`src/rtl/mem_rd_arb.sv`:
```
// mem_rd_arb: arbitrates N_REQ read requesters onto one memory read port.
// The winner has the highest effective priority, and ties are broken round-robin.
// Effective priority is boosted to 3 after AGE_MAX consecutive losses.
// Issued requester IDs are queued so that in-order read data can be steered back.
// A drain handshake stops issue until every in-flight read has returned.
module mem_rd_arb #(
  parameter int N_REQ   = 3,
  parameter int AW      = 7,
  parameter int DW      = 32,
  parameter int OUTST   = 4,
  parameter int AGE_MAX = 7
) (
  input  logic                     clk,
  input  logic                     rst,
  input  logic [N_REQ-1:0]         req_ren,
  input  logic [N_REQ*AW-1:0]      req_raddr,
  input  logic [N_REQ*2-1:0]       req_rpri,
  output logic [N_REQ-1:0]         req_rready,
  output logic [DW-1:0]            req_rdata,
  output logic [N_REQ-1:0]         req_rdata_valid,
  output logic                     mem_ren,
  output logic [AW-1:0]            mem_raddr,
  input  logic                     mem_rready,
  input  logic [DW-1:0]            mem_rdata,
  input  logic                     mem_rdata_valid,
  input  logic                     drain_req,
  output logic                     drain_done,
  output logic [$clog2(OUTST):0]   outst_cnt,
  output logic                     err_unexp
);

  localparam int IW = (N_REQ > 1) ? $clog2(N_REQ) : 1;
  localparam int PW = (OUTST > 1) ? $clog2(OUTST) : 1;
  localparam int CW = $clog2(OUTST) + 1;
  localparam int GW = $clog2(AGE_MAX + 1);

  typedef enum logic [1:0] {RUN, DRAIN, HALT} state_t;

  state_t                       state_reg, state_next;
  logic [IW-1:0]                rr_ptr_reg;
  logic [N_REQ-1:0][GW-1:0]     age_reg, age_next;
  logic [N_REQ-1:0][1:0]        eff_pri;

  // In-flight ID FIFO. The head is read combinationally so that the return is steered in the same cycle.
  logic [IW-1:0]                id_mem [OUTST];
  logic [PW-1:0]                wr_ptr_reg, rd_ptr_reg;
  logic [CW-1:0]                cnt_reg, cnt_next;
  logic                         err_reg;

  logic                         win_found;
  logic [IW-1:0]                win_idx;
  logic [1:0]                   win_pri;
  logic [IW:0]                  cand_sum;
  logic [IW-1:0]                cand_idx;
  logic [IW-1:0]                head_id;
  logic                         can_issue, issue, pop;

  // Effective priority: an aged-out requester is promoted to the top level.
  for (genvar gi = 0; gi < N_REQ; gi++) begin : g_pri
    assign eff_pri[gi] = (age_reg[gi] == GW'(AGE_MAX)) ? 2'd3 : req_rpri[gi*2 +: 2];
  end

  // Winner search walks from rr_ptr. A strict '>' keeps the first requester found in a tie.
  always_comb begin
    win_found = 1'b0;
    win_idx   = '0;
    win_pri   = '0;
    cand_sum  = '0;
    cand_idx  = '0;
    for (int k = 0; k < N_REQ; k++) begin
      cand_sum = {1'b0, rr_ptr_reg} + (IW+1)'(k);
      if (cand_sum >= (IW+1)'(N_REQ)) begin
        cand_sum = cand_sum - (IW+1)'(N_REQ);
      end
      cand_idx = cand_sum[IW-1:0];
      if (req_ren[cand_idx] && (!win_found || (eff_pri[cand_idx] > win_pri))) begin
        win_found = 1'b1;
        win_idx   = cand_idx;
        win_pri   = eff_pri[cand_idx];
      end
    end
  end

  // Fullness is judged on the registered count, so a same-cycle pop does not open a slot.
  assign can_issue = (state_reg == RUN) && (cnt_reg < CW'(OUTST));
  assign mem_ren   = !rst && can_issue && (|req_ren);
  assign mem_raddr = req_raddr[win_idx*AW +: AW];
  assign issue     = mem_ren && mem_rready;
  assign head_id   = id_mem[rd_ptr_reg];
  assign pop       = !rst && mem_rdata_valid && (cnt_reg != '0);

  for (genvar gi = 0; gi < N_REQ; gi++) begin : g_port
    assign req_rready[gi]      = issue && (win_idx == IW'(gi));
    assign req_rdata_valid[gi] = pop && (head_id == IW'(gi));
    // The winner's age clears on issue. Other active requesters age until saturation.
    // Ages are frozen whenever nothing issues.
    assign age_next[gi] = !issue                                          ? age_reg[gi] :
                          (win_idx == IW'(gi))                            ? '0 :
                          (req_ren[gi] && (age_reg[gi] != GW'(AGE_MAX)))  ? age_reg[gi] + 1'b1 :
                                                                            age_reg[gi];
  end

  assign req_rdata  = mem_rdata;
  assign drain_done = !rst && (state_reg == HALT);
  assign outst_cnt  = cnt_reg;
  assign err_unexp  = err_reg;

  // Occupancy after this cycle's issue and pop. A simultaneous issue and pop cancel out.
  always_comb begin
    cnt_next = cnt_reg;
    case ({issue, pop})
      2'b10:   cnt_next = cnt_reg + 1'b1;
      2'b01:   cnt_next = cnt_reg - 1'b1;
      default: cnt_next = cnt_reg;
    endcase
  end

  // Drain FSM next state. DRAIN waits for the post-pop count to reach zero.
  always_comb begin
    state_next = state_reg;
    case (state_reg)
      RUN:     if (drain_req)          state_next = DRAIN;
      DRAIN:   if (cnt_next == '0)     state_next = HALT;
      HALT:    if (!drain_req)         state_next = RUN;
      default:                         state_next = RUN;
    endcase
  end

  // State register, arbitration state, FIFO pointers and the sticky error flag.
  always_ff @(posedge clk) begin
    if (rst) begin
      state_reg  <= RUN;
      rr_ptr_reg <= '0;
      age_reg    <= '0;
      wr_ptr_reg <= '0;
      rd_ptr_reg <= '0;
      cnt_reg    <= '0;
      err_reg    <= 1'b0;
    end else begin
      state_reg <= state_next;
      age_reg   <= age_next;
      cnt_reg   <= cnt_next;
      if (issue) begin
        rr_ptr_reg <= (win_idx == IW'(N_REQ-1)) ? '0 : win_idx + 1'b1;
        wr_ptr_reg <= wr_ptr_reg + 1'b1;
      end
      if (pop) begin
        rd_ptr_reg <= rd_ptr_reg + 1'b1;
      end
      if (mem_rdata_valid && (cnt_reg == '0)) begin
        err_reg <= 1'b1;
      end
    end
  end

  // FIFO storage. The entries hold no reset because the pointers define validity.
  always_ff @(posedge clk) begin
    if (issue) begin
      id_mem[wr_ptr_reg] <= win_idx;
    end
  end

endmodule

```
`config.mk`:
```
export PLATFORM = sky130hd
export DESIGN_NAME = mem_rd_arb
export DESIGN_NICKNAME = d
export VERILOG_FILES = /design/src/rtl/mem_rd_arb.sv
export SDC_FILE = /design/constraint.sdc
export NUM_CORES = 1
export LEC_CHECK = 0
export ABC_AREA = 1
export ABC_CLOCK_PERIOD_IN_PS = 3800
export CORE_MARGIN = 8
export CORE_UTILIZATION = 37
export DETAILED_ROUTE_END_ITERATION = 12
export GPL_TIMING_DRIVEN = 0
export PLACE_DENSITY = 0.81
export SYNTH_ARGS = -nofsm -noshare
export SYNTH_HDL_FRONTEND = slang
export SYNTH_SLANG_ARGS = --single-unit
```
`constraint.sdc`:
```
create_clock -name clk -period 3.8 [get_ports clk]
set_input_delay 0.76 -clock clk [delete_from_list [all_inputs] [get_ports clk]]
set_output_delay 0.76 -clock clk [all_outputs]
set_load 0.05 [all_outputs]
```
==> results of run 1 <==
## cells in the final DEF, fill, tap and decap left out, types with 3 or more instances in the layout
master and instances:
a21oi_1 21, a21oi_2 4, buf_4 56, buf_6 3, buf_8 10, clkbuf_1 3
clkbuf_8 5, clkdlybuf4s50_1 66, dfxtp_1 17, dfxtp_2 5, dlygate4sd2_1 3, edfxtp_1 8
ha_1 9, ha_4 8, inv_1 36, inv_2 5, nand2_1 53, nand2_2 4
nand2_4 17, nand3_1 13, nand3_2 3, nand3_4 10, nor2_1 20, nor2_2 6
nor2_4 5, nor3_1 5, o21ai_0 11, o21ai_1 6
## logic make-up (layout without fill, tap and decap cells)
| group | count (synthesis) | after routing | share of synthesized area |
|---|---|---|---|
| buffers and inverters | 83 | 202 | 0.184 |
| and+or+nand+nor | 140 | 141 | 0.286 |
| xor gates and xnor gates | 2 | 2 | 0.00719 |
| adders and majority gates | 18 | 18 | 0.0955 |
| AOI/OAI and AO/OA | 56 | 56 | 0.140 |
| DFF | 31 | 31 | 0.287 |
## final cells by class
| class | count | area (sq um) |
|---|---|---|
| Timing Repair Buffer | 111 | 1110 |
| Clock buffer | 7 | 76.3 |
| Fill cell | 492 | 2220 |
| Clock inverter | 1 | 5.00 |
| Sequential cell | 31 | 711 |
| Multi-Input combinational cell | 217 | 1660 |
| Tap cell | 77 | 96.3 |
| Buffer | 36 | 272 |
| Inverter | 47 | 206 |
## what timing repair did
item,CTS,global route
buffers inserted,20,7
pin swaps,27,21
gates cloned,1,0
endpoints found under the setup margin,18,20
resized for setup,150,14
## power by group
part | leakage, nW | switching (W) | internal (W)
sequential | 0.264 | 0.0000230 | 0.000396
combinational | 1.49 | 0.00147 | 0.000964
clock | 0.0422 | 0.000115 | 0.000128
## synth_stat cells (all sizes together)
master / count / area [sq um]
nand2: 74 / 345
inv: 46 / 178
buf: 35 / 262
nor2: 31 / 136
a21oi: 27 / 161
nand3: 26 / 155
dfxtp: 23 / 460
o21ai: 18 / 90.1
ha: 17 / 213
edfxtp: 8 / 240
nor3: 7 / 46.3
o31ai: 3 / 22.5
o211ai: 2 / 15.0
o22ai: 2 / 18.8
a32o: 1 / 10.0
a32oi: 1 / 8.76
clkbuf: 1 / 3.75
clkinv: 1 / 5.00
fa: 1 / 20.0
nand3b: 1 / 7.51
o21a: 1 / 7.51
o21bai: 1 / 7.51
or2: 1 / 6.26
xnor2: 1 / 8.76
xor2: 1 / 8.76
## routing by layer
layer  wire length, um  GRT usage
met5                 0          0
met4               319     0.0639
met3               604     0.0469
met2              4380      0.303
met1              2960      0.165
## metrics by stage
stage | util | TNS [ps] | std cells | total power [W] | instance area (sq um)
after global routing | 0.651 | -8550 | 527 | 0.00325 | 4130
final | 0.651 | -6520 | 527 | 0.00309 | 4130
after floorplan | - | -1280 | 330 | 0.00178 | 2570
after CTS | 0.632 | -6760 | 521 | 0.00302 | 4020
after global placement | 0.553 | -19110 | 492 | 0.00220 | 3510
after detailed placement | 0.553 | -22050 | 492 | 0.00225 | 3510
## final timing paths
kind,startpoint,end,slack (ps),cells after the start
max,age_reg[1],mem_raddr[0],-680,27
min,err_unexp,err_unexp,470,2
max reg2reg,age_reg[1],age_reg[2],180,27
min reg2reg,err_unexp,err_unexp,470,2
## critical path: stages (launching register included)
cell and delay [ps]:
dfxtp_2 340, ha_4 160, ha_4 170, nor2_4 80
inv_2 40, o211ai_1 200, o31ai_2 120, ha_1 320
inv_1 40, o21bai_1 140, nand2_2 90, nand2_4 80
nand2_4 60, nand2_1 60, o21ai_1 60, ha_1 300
inv_1 80, nor2_2 50, o21ai_2 140, nand2_2 100
nand2_4 120, nor2_4 60, a21oi_4 170, nand2_4 100
clkinv_8 100, nand2_4 60, nand3_4 60, buf_8 140
==> impl_metrics.toml, run 1 <==
[outcome]
status = "finished, violations left"
violations = "setup timing"

[drt]
drtAntennaViolNets = 0
vias = 2650
vias_per_cell = 5.03
drtIter0Drc = 139
firstDrtPassIters = 5
wl_mm = 8.27
wl_per_cell_um = 15.7
drc_errors = 0

[floorplan]
dieArea_sq_um = 9440
core_area_sq_um = 6350
ios = 118
rows = 29
die_y_um = 97.2
initial_utilization = 0.384
die_width_um = 97.2

[pwr]
peakVddDrop_v = 0.000517
p_leak_nw = 1.79
powerDensity_nw_per_um2 = 749

[synth]
syn_nets = 415
synth_area_sq_um = 2440
yosysUniqueCellTypes = 39
ys_ff_latch = 31
ys_seq_area_frac = 0.287
yosysWarnings = 0
synthCells = 330
synth_area_per_cell_sq_um = 7.39

[sta]
hold_ws_ps = 472
tightest_slew_ps = 536
hold_viol_final = 0
maxSlewHeadroom = 0.641
finalCritPeriodShare = 1.18
clock.fmax_ghz = 0.223
rsz0062_at_grt = "yes"
fin_crit_ps = 4480
skew_ps = 7.12
setup_viol = 10
setup_ws_ps = -680
final_max_slew_viol_count = 0

[worst_setup_path]
cp_max_fo = 7
crit_path_end_kind = "output pin"
path_class = "reg2out"
critPathLaunchType = "register"
crit_required_ps = 3040
worst_ep_arrival_time_ps = 3720

[final_layout]
insertedDiodeCount = 0
largest_register_ffs = 9
layout-drive-gt1-share = 0.362
syn_to_final_growth_pct = 69.6
nNetsFinal = 534

[clock_network]
cts_tree = "built"
cts.clk_slew.worst_paths_ps = 60
cts-root-buf = "clkbuf_8"
htree_levels = 2
cts_buffers = 5
clkSinkCount = 31
clockBufferDepth = 2
insertion_delay_ps = 280
ctsHoldBuffers = 0

[place]
portBuffers = 85
hpwl_mm = 5.73
pre_cts_ws_ps = -1820
routabilityCongestion = 0.855

[run]
cap_violations = 0

[global_route]
first_global_vias = 2745
grt_max_degree = 13
antenna_found_initial = 0
grt_overflow = 0
grt_util_all_layers = 0.163
grt_pass1_wl_mm = 13.0

[min_path]
min_path_type = "reg2reg"
No activity file was read; power rests on OpenSTA's default activity.
==> run 2, diff against run 1 <==
RECOVER_POWER = 100   (was default)
==> impl_metrics.toml, run 2 (synthesis gave the netlist of run 1 again) <==
[outcome]
status = "finished, violations left"
violations = "setup timing"

[worst_setup_path]
crit_path_end_kind = "output pin"
path_class = "reg2out"
r2r-end = "age_reg[2]"
rr_startpoint = "age_reg[0]"
cp_slowest_cell = "dfxtp_2"
slowest_delay_ps = 340
crit_path_start = "age_reg[0]"
critPathLaunchType = "register"
cp_max_fo = 7
ff2ff_path_depth = 27
cp_common_cell = "nand2_4"
cp_top_family = "adder cells"
worst_ep_arrival_time_ps = 3720
crit_required_ps = 3040
ff2ff_setup_slack_ps = 170
worst-path-buf-inv = 5

[sta]
maxSlewHeadroom = 0.310
finalCritPeriodShare = 1.18
tightest_slew_ps = 1030
setup_viol = 16
final_max_slew_viol_count = 0
fin_crit_ps = 4480
rsz0062_at_grt = "yes"
setup_ws_ps = -681
hold_viol_final = 0
clock.fmax_ghz = 0.223
skew_ps = 8.89

[final_layout]
syn_to_final_growth_pct = 68.7
layout-drive-gt1-share = 0.351
postLayoutCoreUtil = 0.648
stdcell_count = 527
insertedDiodeCount = 0
final_common_cell = "buf_4"
nNetsFinal = 534
largest_register_ffs = 9
nFillCells = 495
mostFrequentLayoutCells = "buf_4, nand2_1, dlygate4sd3_1"
postLayoutCellArea_sq_um = 4110

[global_route]
grt_overflow = 0
grt_max_degree = 13
grt_util_all_layers = 0.163
antenna_found_initial = 0
grt_pass1_wl_mm = 13.0
first_global_vias = 2745

[drt]
drtAntennaViolNets = 0
drtIter0Drc = 154
drc_errors = 0
firstDrtPassIters = 4
vias_per_cell = 5.02
wl_per_cell_um = 15.7
wl_mm = 8.28
vias = 2648

[pwr]
peakVddDrop_v = 0.000515
clockPowerShare = 0.080
p_switching_w = 0.00160
p_leak_nw = 1.80
combPwrFrac = 0.784
p_sw_frac = 0.520
powerDensity_nw_per_um2 = 749
intPower_w = 0.00148
pwr-share-seq = 0.136

[min_path]
hold_path.startpoint = "err_unexp"
min_path_type = "reg2reg"
whs_path_depth = 2
holdPathEnd = "err_unexp"

[clock_network]
clockBufferDepth = 2
cts_buffers = 5
htree_levels = 2
cts.clk_slew.worst_paths_ps = 70
insertion_delay_ps = 280
clkSinkCount = 31
cts-root-buf = "clkbuf_8"
cts_tree = "built"

[floorplan]
ios = 118
dieArea_sq_um = 9440
die_y_um = 97.2
die_width_um = 97.2
core_area_sq_um = 6350
initial_utilization = 0.384
rows = 29

[run]
cap_violations = 0

[place]
portBuffers = 85
routabilityCongestion = 0.855
dp.cells = 492
postPlaceCellArea_sq_um = 3510
hpwl_mm = 5.73
## run 2: layer usage
metal	global-route usage	up-vias	share of wire	wire [um]
li1	-	1281	-	-
met1	0.165	1208	0.36	2950
met2	0.303	132	0.53	4350
met3	0.0469	27	0.078	643
met4	0.0639	0	0.041	340
met5	0	-	0	0
## run 2: timing repair
item                                    in CTS  in global routing
resized for setup                          150                 14
hold buffers                                 0                  0
pin swaps                                   27                 21
buffers inserted                            20                  7
gates cloned                                 1                  0
endpoints found under the setup margin      18                 20
## run 2: how the worst max path moves through the flow
stage                         to  cells past startpoint
floorplan           mem_raddr[0]                     24
global placement    mem_raddr[5]                     25
detailed placement  mem_raddr[0]                     25
CTS                 mem_raddr[1]                     27
global route        mem_raddr[0]                     27
finish              mem_raddr[0]                     27
## run 2: power by group through the flow
stage / sequential (W) / clock, W / combinational [W]
after CTS: 0.000416 / 0.000249 / 0.00236
after detailed placement: 0.000419 / 0 / 0.00183
final: 0.000419 / 0.000247 / 0.00242
after global placement: 0.000418 / 0 / 0.00178
after global routing: 0.000422 / 0.000266 / 0.00255
after floorplan: 0.000435 / 0 / 0.00134
## run 2: final cells by class
cell class | instances | area (sq um) | area share
Sequential cell | 31 | 711 | 0.173
Clock inverter | 1 | 5.00 | 0.00122
Tap cell | 77 | 96.3 | 0.0234
Inverter | 47 | 206 | 0.0502
Buffer | 36 | 270 | 0.0657
Multi-Input combinational cell | 217 | 1640 | 0.399
Clock buffer | 7 | 76.3 | 0.0186
Timing Repair Buffer | 111 | 1110 | 0.270
## run 2: per-stage QoR
step	setup slack (ps)	hold slack (ps)	total power, W	setup TNS [ps]
floorplan	-166	436	0.00178	-1280
global placement	-1740	444	0.00220	-19110
detailed placement	-1820	459	0.00225	-22050
CTS	-703	482	0.00302	-6760
global route	-877	508	0.00323	-11500
finish	-681	469	0.00308	-8090
## run 2: worst min-delay path, stage by stage (launching register included)
cell and delay, ps:
dfxtp_1 310, nand2_1 60, nand2_1 50
==> run 3, diff against run 2 <==
TNS_END_PERCENT = 5   (was default)
==> impl_metrics.toml, run 3 (synthesis gave the netlist of run 1 again) <==
[drt]
firstDrtPassIters = 4
drtIter0Drc = 125
wl_mm = 7.66
vias_per_cell = 4.96
wl_per_cell_um = 14.6
drc_errors = 0
drtAntennaViolNets = 0
vias = 2604

[floorplan]
dieArea_sq_um = 9440
rows = 29
initial_utilization = 0.384
core_area_sq_um = 6350
die_y_um = 97.2
ios = 118
die_width_um = 97.2

[min_path]
hold_path.startpoint = "err_unexp"
whs_path_depth = 2
holdPathEnd = "err_unexp"
min_path_type = "reg2reg"

[sta]
skew_ps = 3.55
setup_ws_ps = -886
hold_ws_ps = 452
final_max_slew_viol_count = 0
tightest_slew_ps = 782
rsz0062_at_grt = "yes"
clock.fmax_ghz = 0.213
hold_viol_final = 0
setup_viol = 16
fin_crit_ps = 4690
finalCritPeriodShare = 1.23
maxSlewHeadroom = 0.475

[run]
cap_violations = 0

[worst_setup_path]
path_class = "in2out"
slowest_delay_ps = 320
cp_common_cell = "nand2_4"
r2r-end = "age_reg[3]"
rr_startpoint = "age_reg[1]"
cp_max_fo = 7
crit_required_ps = 3040
cp_slowest_cell = "ha_1"
worst_ep_arrival_time_ps = 3930
critPathLaunchType = "input pin"
crit_path_end_kind = "output pin"
ff2ff_setup_slack_ps = 50
ff2ff_path_depth = 27

[pwr]
powerDensity_nw_per_um2 = 735
power.total_w = 0.00295
peakVddDrop_v = 0.000458
p_leak_nw = 1.77

[global_route]
first_global_vias = 2591
grt_pass1_wl_mm = 12.1
antenna_found_initial = 0
grt_overflow = 0
grt_util_all_layers = 0.151
grt_max_degree = 14

[clock_network]
cts.clk_slew.worst_paths_ps = 60
cts-root-buf = "clkbuf_8"
cts_buffers = 5
htree_levels = 2
cts_tree = "built"
clockBufferDepth = 2
insertion_delay_ps = 280
clkSinkCount = 31

[place]
routabilityCongestion = 0.872
postPlaceCellArea_sq_um = 3490
dp.cells = 492
hpwl_mm = 5.65
portBuffers = 85

[final_layout]
final_common_cell = "buf_4"
postLayoutCellArea_sq_um = 4010
stdcell_count = 525
syn_to_final_growth_pct = 64.4
largest_register_ffs = 9
mostFrequentLayoutCells = "buf_4, nand2_1, inv_1, dlygate4sd3_1, clkdlybuf4s50_1"
layout-drive-gt1-share = 0.330
insertedDiodeCount = 0
nNetsFinal = 532

[outcome]
status = "finished, violations left"
violations = "setup timing"
## run 3: cell count changes in the layout (fill, tap and decap cells not counted), sizes merged
| cell | previous run | this run |
|---|---|---|
| nand2 | 75 | 74 |
| buf | 71 | 69 |
| clkdlybuf4s50 | 28 | 29 |
## run 3: per-stage QoR
stage	utilization	worst slack [ps]	setup TNS, ps
global placement	0.549	-1750	-20200
detailed placement	0.549	-1830	-22360
CTS	0.610	-803	-7560
finish	0.631	-886	-8920
floorplan	-	-186	-1730
global route	0.631	-1070	-12490
## run 3: worst max-delay path: cells and delay by family
kind                       cells  cell delay, ps
AOI/OAI and AO/OA              6             860
adders and majority gates      2             610
buffers and inverters          5             610
and+or+nand+nor               13            1060
## run 3: layout make-up
type | instances | area (sq um)
Clock inverter | 1 | 3.75
Sequential cell | 31 | 708
Inverter | 47 | 201
Multi-Input combinational cell | 216 | 1570
Timing Repair Buffer | 110 | 1070
Buffer | 36 | 270
Fill cell | 502 | 2340
Tap cell | 77 | 96.3
Clock buffer | 7 | 86.3
## run 3: worst max path at each step
stage / startpoint / end / cells after the start
floorplan: req_rpri[1] / mem_raddr[0] / 24
global placement: req_ren[1] / mem_raddr[4] / 24
detailed placement: req_ren[1] / mem_raddr[3] / 24
CTS: age_reg[1] / mem_raddr[3] / 27
global route: age_reg[1] / mem_raddr[5] / 25
finish: req_rpri[3] / mem_raddr[5] / 26
## run 3: per-layer routing
metal	wire length [um]	track usage	up-vias
li1	-	-	1276
met2	4160	0.280	104
met3	568	0.0477	15
met5	0	0	-
met1	2820	0.159	1209
met4	111	0.0379	0
## run 3: power by group
part | switching, W | internal, W
clock network | 0.000116 | 0.000145
registers | 0.0000195 | 0.000396
logic | 0.00140 | 0.000872
total | 0.00153 | 0.00141
## run 3: timing repair
action | 4_1_cts | 5_1_grt
gates resized for setup | 122 | 24
buffers inserted | 18 | 7
setup endpoints to repair | 22 | 19
hold buffers | 0 | 0
pin swaps | 22 | 20
